--- src/rtl/poly_sound_card_if.sv ---
// poly_sound_card_if: channel config write port and mixed
// sample output of the poly_sound_card tone generator.
interface poly_sound_card_if #(
  parameter int NUM_CH   = 4,
  parameter int SAMPLE_W = 8
);
  localparam int CH_W = (NUM_CH > 1) ? $clog2(NUM_CH) : 1;

  logic                cfg_we;
  logic [CH_W-1:0]     cfg_ch;
  logic [1:0]          cfg_addr;
  logic [15:0]         cfg_data;
  logic [SAMPLE_W-1:0] sample_out;
  logic                sample_valid;

  modport master (
    output cfg_we, cfg_ch, cfg_addr, cfg_data,
    input  sample_out, sample_valid
  );

  modport slave (
    input  cfg_we, cfg_ch, cfg_addr, cfg_data,
    output sample_out, sample_valid
  );
endinterface

--- src/rtl/poly_sound_card.sv ---
// poly_sound_card: N-channel tone generator + averaging mixer.
// Optional envelope decay: define POLY_SOUND_ENVELOPE_EN.
module poly_sound_card #(
  parameter int NUM_CH   = 4,
  parameter int SAMPLE_W = 8,
  parameter int ACC_W    = 16,
  parameter int DIV      = 256
) (
  input  logic              clk,
  input  logic              reset,
  poly_sound_card_if.slave  bus
);
  localparam int LOG_CH = $clog2(NUM_CH);
  localparam int CH_W   = (NUM_CH > 1) ? LOG_CH : 1;
  localparam int SUM_W  = SAMPLE_W + LOG_CH;
  localparam int CNT_W  = $clog2(DIV);
  localparam int PRD_W  = SAMPLE_W + 5;

  logic [CNT_W-1:0]    cnt_q, cnt_d;
  logic                tick;
  logic [ACC_W-1:0]    inc_q [NUM_CH], inc_d [NUM_CH];
  logic [1:0]          mode_q [NUM_CH], mode_d [NUM_CH];
  logic                en_q [NUM_CH], en_d [NUM_CH];
  logic [4:0]          vol_q [NUM_CH], vol_d [NUM_CH];
  logic [ACC_W-1:0]    phase_q [NUM_CH], phase_d [NUM_CH];
  logic [15:0]         lfsr_q [NUM_CH], lfsr_d [NUM_CH];
  logic [1:0]          s_mode_q [NUM_CH], s_mode_d [NUM_CH];
  logic                s_en_q [NUM_CH], s_en_d [NUM_CH];
  logic [4:0]          s_vol_q [NUM_CH], s_vol_d [NUM_CH];
  logic [SAMPLE_W-1:0] scaled_q [NUM_CH], scaled_d [NUM_CH];
  logic                v1_q, v1_d, v2_q, v2_d;
  logic [SAMPLE_W-1:0] sample_out_q, sample_out_d;
  logic                sample_valid_q, sample_valid_d;
  logic [ACC_W:0]      add_t;
  logic [SAMPLE_W-1:0] wave;
  logic [PRD_W-1:0]    prod;
  logic [SUM_W-1:0]    sum_t;

`ifdef POLY_SOUND_ENVELOPE_EN
  logic [3:0]  decay_q [NUM_CH], decay_d [NUM_CH];
  logic [4:0]  env_q [NUM_CH], env_d [NUM_CH];
  logic [15:0] dcnt_q [NUM_CH], dcnt_d [NUM_CH];
  logic [16:0] dcnt_nx;
`endif

  assign tick = (cnt_q == CNT_W'(DIV - 1));

  // sample tick divider
  always_comb begin
    cnt_d = tick ? '0 : cnt_q + 1'b1;
  end

  // channel register writes; out-of-range channels never match
  always_comb begin
    inc_d  = inc_q;
    mode_d = mode_q;
    en_d   = en_q;
    vol_d  = vol_q;
    for (int c = 0; c < NUM_CH; c++) begin
      if (bus.cfg_we && bus.cfg_ch == CH_W'(c)) begin
        case (bus.cfg_addr)
          2'd0: inc_d[c] = ACC_W'(bus.cfg_data);
          2'd1: begin
            mode_d[c] = bus.cfg_data[1:0];
            en_d[c]   = bus.cfg_data[4];
          end
          2'd2: vol_d[c] = (bus.cfg_data[4:0] > 5'd16) ?
                           5'd16 : bus.cfg_data[4:0];
          default: ;
        endcase
      end
    end
  end

`ifdef POLY_SOUND_ENVELOPE_EN
  // envelope decay per tick; key-on write overrides the tick update
  always_comb begin
    decay_d = decay_q;
    env_d   = env_q;
    dcnt_d  = dcnt_q;
    dcnt_nx = '0;
    for (int c = 0; c < NUM_CH; c++) begin
      if (tick) begin
        dcnt_nx = {1'b0, dcnt_q[c]} + 17'd1;
        if (dcnt_nx == (17'd1 << decay_q[c])) begin
          dcnt_d[c] = '0;
          if (env_q[c] != 5'd0) env_d[c] = env_q[c] - 5'd1;
        end else begin
          dcnt_d[c] = dcnt_nx[15:0];
        end
      end
      if (bus.cfg_we && bus.cfg_ch == CH_W'(c)) begin
        if (bus.cfg_addr == 2'd1 && bus.cfg_data[4]) begin
          env_d[c]  = 5'd16;
          dcnt_d[c] = '0;
        end
        if (bus.cfg_addr == 2'd3) decay_d[c] = bus.cfg_data[3:0];
      end
    end
  end

  // envelope state
  always_ff @(posedge clk) begin
    if (reset) begin
      for (int c = 0; c < NUM_CH; c++) begin
        decay_q[c] <= '0;
        env_q[c]   <= '0;
        dcnt_q[c]  <= '0;
      end
    end else begin
      decay_q <= decay_d;
      env_q   <= env_d;
      dcnt_q  <= dcnt_d;
    end
  end
`endif

  // stage 1: advance phases, step noise on carry, snapshot settings
  always_comb begin
    phase_d  = phase_q;
    lfsr_d   = lfsr_q;
    s_mode_d = s_mode_q;
    s_en_d   = s_en_q;
    s_vol_d  = s_vol_q;
    add_t    = '0;
    v1_d     = tick;
    if (tick) begin
      for (int c = 0; c < NUM_CH; c++) begin
        add_t      = {1'b0, phase_q[c]} + {1'b0, inc_q[c]};
        phase_d[c] = add_t[ACC_W-1:0];
        if (add_t[ACC_W]) begin
          lfsr_d[c] = {lfsr_q[c][14:0],
                       lfsr_q[c][15] ^ lfsr_q[c][13] ^
                       lfsr_q[c][12] ^ lfsr_q[c][10]};
        end
        s_mode_d[c] = mode_q[c];
        s_en_d[c]   = en_q[c];
`ifdef POLY_SOUND_ENVELOPE_EN
        s_vol_d[c]  = (vol_q[c] < env_q[c]) ? vol_q[c] : env_q[c];
`else
        s_vol_d[c]  = vol_q[c];
`endif
      end
    end
  end

  // stage 2: waveform shaping and volume scaling
  always_comb begin
    scaled_d = scaled_q;
    wave     = '0;
    prod     = '0;
    v2_d     = v1_q;
    if (v1_q) begin
      for (int c = 0; c < NUM_CH; c++) begin
        case (s_mode_q[c])
          2'd0: wave = phase_q[c][ACC_W-1] ? '1 : '0;
          2'd1: wave = phase_q[c][ACC_W-1 -: SAMPLE_W];
          2'd2: wave = phase_q[c][ACC_W-1] ?
                       ~phase_q[c][ACC_W-2 -: SAMPLE_W] :
                        phase_q[c][ACC_W-2 -: SAMPLE_W];
          default: wave = lfsr_q[c][SAMPLE_W-1:0];
        endcase
        prod = PRD_W'(wave) * PRD_W'(s_vol_q[c]);
        scaled_d[c] = s_en_q[c] ? prod[SAMPLE_W+3:4] : '0;
      end
    end
  end

  // stage 3: sum and floor-average into the output register
  always_comb begin
    sum_t          = '0;
    sample_out_d   = sample_out_q;
    sample_valid_d = v2_q;
    for (int c = 0; c < NUM_CH; c++) begin
      sum_t = sum_t + SUM_W'(scaled_q[c]);
    end
    if (v2_q) sample_out_d = SAMPLE_W'(sum_t >> LOG_CH);
  end

  // state registers; reset also drops any in-flight sample
  always_ff @(posedge clk) begin
    if (reset) begin
      cnt_q          <= '0;
      v1_q           <= 1'b0;
      v2_q           <= 1'b0;
      sample_out_q   <= '0;
      sample_valid_q <= 1'b0;
      for (int c = 0; c < NUM_CH; c++) begin
        inc_q[c]    <= '0;
        mode_q[c]   <= '0;
        en_q[c]     <= 1'b0;
        vol_q[c]    <= '0;
        phase_q[c]  <= '0;
        lfsr_q[c]   <= 16'hACE1 ^ 16'(c);
        s_mode_q[c] <= '0;
        s_en_q[c]   <= 1'b0;
        s_vol_q[c]  <= '0;
        scaled_q[c] <= '0;
      end
    end else begin
      cnt_q          <= cnt_d;
      v1_q           <= v1_d;
      v2_q           <= v2_d;
      sample_out_q   <= sample_out_d;
      sample_valid_q <= sample_valid_d;
      inc_q          <= inc_d;
      mode_q         <= mode_d;
      en_q           <= en_d;
      vol_q          <= vol_d;
      phase_q        <= phase_d;
      lfsr_q         <= lfsr_d;
      s_mode_q       <= s_mode_d;
      s_en_q         <= s_en_d;
      s_vol_q        <= s_vol_d;
      scaled_q       <= scaled_d;
    end
  end

  assign bus.sample_out   = sample_out_q;
  assign bus.sample_valid = sample_valid_q;
endmodule

--- src/flat_wrapper.sv ---
// flat-port wrapper written by rule: the top's interface ports become plain ports
module poly_sound_card_flat 
#(
  parameter int NUM_CH   = 4,
  parameter int SAMPLE_W = 8,
  parameter int ACC_W    = 16,
  parameter int DIV      = 256
)
  (clk, reset, bus_cfg_we, bus_cfg_ch, bus_cfg_addr, bus_cfg_data, bus_sample_out, bus_sample_valid);
  poly_sound_card_if #(.NUM_CH(NUM_CH), .SAMPLE_W(SAMPLE_W)) bus_i ();
  input  logic clk;
  input  logic reset;
  input wire logic [$bits(bus_i.cfg_we)-1:0] bus_cfg_we;
  input wire logic [$bits(bus_i.cfg_ch)-1:0] bus_cfg_ch;
  input wire logic [$bits(bus_i.cfg_addr)-1:0] bus_cfg_addr;
  input wire logic [$bits(bus_i.cfg_data)-1:0] bus_cfg_data;
  output wire logic [$bits(bus_i.sample_out)-1:0] bus_sample_out;
  output wire logic [$bits(bus_i.sample_valid)-1:0] bus_sample_valid;
  assign bus_i.cfg_we = bus_cfg_we;
  assign bus_i.cfg_ch = bus_cfg_ch;
  assign bus_i.cfg_addr = bus_cfg_addr;
  assign bus_i.cfg_data = bus_cfg_data;
  assign bus_sample_out = bus_i.sample_out;
  assign bus_sample_valid = bus_i.sample_valid;
  poly_sound_card #(.NUM_CH(NUM_CH), .SAMPLE_W(SAMPLE_W), .ACC_W(ACC_W), .DIV(DIV)) u_core (.clk(clk), .reset(reset), .bus(bus_i));
endmodule
--- config.mk ---
export PLATFORM = sky130hd
export DESIGN_NAME = poly_sound_card_flat
export DESIGN_NICKNAME = d
export VERILOG_FILES = /design/src/rtl/poly_sound_card_if.sv /design/src/rtl/poly_sound_card.sv /design/src/flat_wrapper.sv
export SDC_FILE = /design/constraint.sdc
export NUM_CORES = 1
export LEC_CHECK = 0
export BUFFER_PORTS_ARGS = -buffer_cell sky130_fd_sc_hd__buf_2
export CAP_MARGIN = 10
export CORE_MARGIN = 4
export CORE_UTILIZATION = 45
export CTS_BUF_LIST = sky130_fd_sc_hd__clkbuf_2
export DETAILED_ROUTE_END_ITERATION = 12
export GPL_ROUTABILITY_DRIVEN = 0
export GPL_TIMING_DRIVEN = 0
export PLACE_DENSITY = 0.63
export SYNTH_ARGS = -nofsm -noshare
export SYNTH_HDL_FRONTEND = slang
export SYNTH_SLANG_ARGS = --single-unit
--- constraint.sdc ---
create_clock -name clk -period 4.9 [get_ports clk]
set_input_delay 1.47 -clock clk [delete_from_list [all_inputs] [get_ports clk]]
set_output_delay 1.47 -clock clk [all_outputs]
set_load 0.005 [all_outputs]
==> results.yml <==
run_status:
  run_status: "finished clean"
synthesis:
  post-synth-top-area-cell: "dfxtp_1"
  synth.avg_cell_area_um2: 8.28
  synth-main-ff-cell: "dfxtp_1"
  synth_nets: 2618
  synth.ff_latch_count: 307
  synth.top_cells.by_area: "dfxtp_1 31%, ha_1 9.8%, fa_1 7.9%"
  synth.top_cell.area_share: 0.314
  synth_enable_flop_cells: 0
  yosys_warnings: 0
  synth.cell_area_mm2: 0.0196
  post_synthesis_sequential_area_ratio: 0.314
  synth_cells: 2365
  synth_async_sr_flop_share: 0
  synth_cell_type_count: 66
floorplanning:
  core_mm2: 0.0431
  width_of_the_die_um: 217
  die-height_um: 217
  std_cell_rows: 76
  floorplan.die_area_mm2: 0.0469
  design.portCount: 32
  initial_core_util: 0.455
sta:
  final-hold-violation-count: 0
  final.setup.worst_slack_ns: 0.176
  final-setup-viol-count: 0
  timing.final.crit_period_ns: 4.72
  timing_max_transition_violations_final: 0
  fmax_mhz: 212
  finalCritPeriodShare: 0.964
  timing_worst_slew_pin_value_ns: 1.16
  worst_clock_skew_ns: 0.0884
  worst_slew_margin_rel: 0.227
pwr:
  power.density_cell_area_mw_per_mm2: 212
  totalPowerFinal_w: 0.00455
  power.ir.vdd_worst_mv: 0.157
  leakagePower_nw: 9.45
worst_setup_path:
  required_ns: 5.78
  r2r_path_end: "u_core.scaled_q[7]"
  worstPathCellList: "buf_4 > and2_2 > a21oi_1 > o21a_1 > and2_1 > fa_1 > fa_1 > inv_1 > fa_1 > inv_1 > ha_1 > a21oi_2 > nor2b_1 > o41a_1 > a21o_1 > a21oi_1 > xnor2_1 > o21ai_0"
  arrival_ns: 5.60
  worst_path_largest_cell_delay_ns: 0.54
  critPathMostFrequentCell: "fa_1"
  critical_path.reg2reg.startpoint: "u_core.phase_q[15]"
  worstSetupEndpointType: "flop"
  cp_max_fo: 10
  critPathKind: "reg2reg"
  timing.reg2reg.worst_path_depth: 18
  crit_path_top_delay_cell: "fa_1"
  worst_setup_path_start_kind: "flop"
  reg2reg_slack_ns: 0.18
clock_tree:
  clock_tree.buffer_depth: 3
  cts-hold-fix-buffers: 0
  cts_made_buffers: 85
  ctsRootBufferMaster: "clkbuf_2"
  ctsHtreeMaxLevel: 3
  numClockSinks: 307
  worst_setup_hold_path_clk_slew_ns: 0.10
  cts_tree: "yes"
  worstSkewPairLatency_ns: 1.06
route:
  antenna_left: 0
  via_count: 16977
  post-route-drc-count: 0
  wire_per_inst_um: 17.6
  dr.pass1.iters: 5
  drt-initial-drc-count: 1003
  detail_route.wirelength_um: 55300
  routed_via_count_divided_by_cell_count: 5.41
hold_path:
  whs_path_depth: 2
  whs_endpoint: "u_core.s_vol_q[13]"
  timing.hold.worst.start: "u_core.vol_q[13]"
  class_of_the_most_critical_hold_timing_path: "reg2reg"
placement:
  io_buffers: 29
  dp_worst_setup_slack_ns: -0.378
  dp.final_hpwl_um: 41800
final_layout:
  layout_common_cells: "363 x nand2_1, 303 x dfxtp_1, 239 x a21oi_1"
  n_fill_cell: 4242
  final_net_count: 2743
  final_core_util: 0.498
  area_growth_pct: 9.61
  layout-drive-gt1-share: 0.0957
  mostFrequentLayoutCell: "nand2_1"
global_route:
  antenna_found_initial: 4
  grt.total_usage: 0.231
  grt_first_pass_wirelength_um: 86100
  grt_max_degree: 20
  grt_overflow: 0
  grt_pass1_vias: 16341
run:
  max_cap_viol_count: 0
-- area by class of cell --
cell class	count	area, um2	share of cell area
plain buffers	105	477	0.0222
inverters	150	563	0.0262
clock inverters	24	135	0.00629
multi-input cells	1802	12600	0.585
repair buffers	39	220	0.0103
diodes	4	10.0	0.000466
clock buffers	123	616	0.0287
well taps	585	732	0.0341
flip-flops and latches	307	6150	0.286
-- cell usage after synthesis, types with 4 or more instances --
master       n
a211oi_1    24
mux2i_1    107
nor4b_1     11
nand2_1    363
nor2_1     174
xor2_1      39
a21o_1      24
o31ai_1      5
a311o_1      4
a32o_1       7
a2111oi_2    4
nor3_1      45
o31a_1       4
buf_1        9
nand4_1      5
o41ai_1      5
fa_1        77
and3_1      28
or4_1        5
nand2b_1    30
ha_1       153
xnor2_1     59
nand3_1     35
a21oi_1    256
inv_1      150
nor2b_1     24
buf_2       12
and4b_1      7
o21a_1      20
o21bai_1     5
a22o_1       4
a31oi_1      5
and2_1      96
o211ai_1     5
dfxtp_1    307
or3_1       19
a221o_1      4
o21ai_0     94
clkbuf_1    84
o21ai_1     11
-- layer usage --
metal / track usage / wire length [um] / vias to the layer above
met3: 0.0397 / 2860 / 144
met4: 0.101 / 2380 / 0
met2: 0.381 / 25300 / 446
met1: 0.297 / 24700 / 8004
li1: - / - / 8383
met5: 0 / 0 / -
-- worst max-delay path by stage --
| stage | startpoint | cells after the start | end | slack [ns] |
|---|---|---|---|---|
| floorplan | u_core.s_mode_q[3] | 18 | u_core.scaled_q[13] | 0.21 |
| global placement | u_core.s_mode_q[1] | 20 | u_core.scaled_q[7] | -0.27 |
| detailed placement | u_core.s_mode_q[1] | 20 | u_core.scaled_q[7] | -0.38 |
| CTS | u_core.s_mode_q[4] | 17 | u_core.scaled_q[21] | 0.007 |
| global route | u_core.phase_q[31] | 17 | u_core.scaled_q[13] | -0.02 |
| finish | u_core.phase_q[15] | 18 | u_core.scaled_q[7] | 0.18 |
-- critical path, delay by kind of cell (launching register included) --
family / cells / cell delay (ns)
buffers and inverters: 3 / 0.28
AO/OA/AOI/OAI: 7 / 1.29
adder cells (fa/ha/maj): 4 / 1.93
XOR/XNOR: 1 / 0.20
flip-flops: 1 / 0.40
AND/OR/NAND/NOR: 3 / 0.47
-- metrics by stage --
stage	area, um2	hold slack (ns)	instances	setup TNS, ns
global route	21500	0.467	3139	-0.0281
global placement	20500	0.435	2979	-1.65
finish	21500	0.455	3139	0
floorplan	19600	0.425	2365	0
detailed placement	20500	0.444	2979	-2.71
CTS	21300	0.455	3125	0
-- sequential cells by signal (all words and copies together), names as in the netlist --
signal,flops
u_core.inc_q,64
u_core.lfsr_q,64
u_core.phase_q,64
u_core.scaled_q,32
u_core.s_vol_q,20
u_core.vol_q,20
u_core.bus.sample_out,8
u_core.cnt_q,8
u_core.mode_q,8
u_core.s_mode_q,8
u_core.en_q,4
u_core.s_en_q,4
u_core.bus.sample_valid,1
u_core.sample_valid_d,1
u_core.v1_q,1
-- where the power goes --
group          leakage, nW  switching (W)  internal, W
clock network        0.581        0.00113     0.000732
registers             2.48     0.00000813      0.00250
logic                 6.39       0.000135    0.0000354
total                 9.45        0.00128      0.00327
-- cells by family after synthesis --
| family | Yosys count | share of synthesized area |
|---|---|---|
| muxes | 109 | 0.0560 |
| xor gates and xnor gates | 98 | 0.0438 |
| DFF | 307 | 0.314 |
| and+or+nand+nor | 858 | 0.205 |
| buffers and inverters | 256 | 0.0502 |
| AOI/OAI and AO/OA | 507 | 0.155 |
| adders and majority gates | 230 | 0.176 |
-- repair_timing --
item,4_1_cts,5_1_grt
endpoints found under the setup margin,16,16
gates resized for setup,26,42
pin swaps,0,3
buffers inserted,0,10
(Power assumes the default switching activity.)
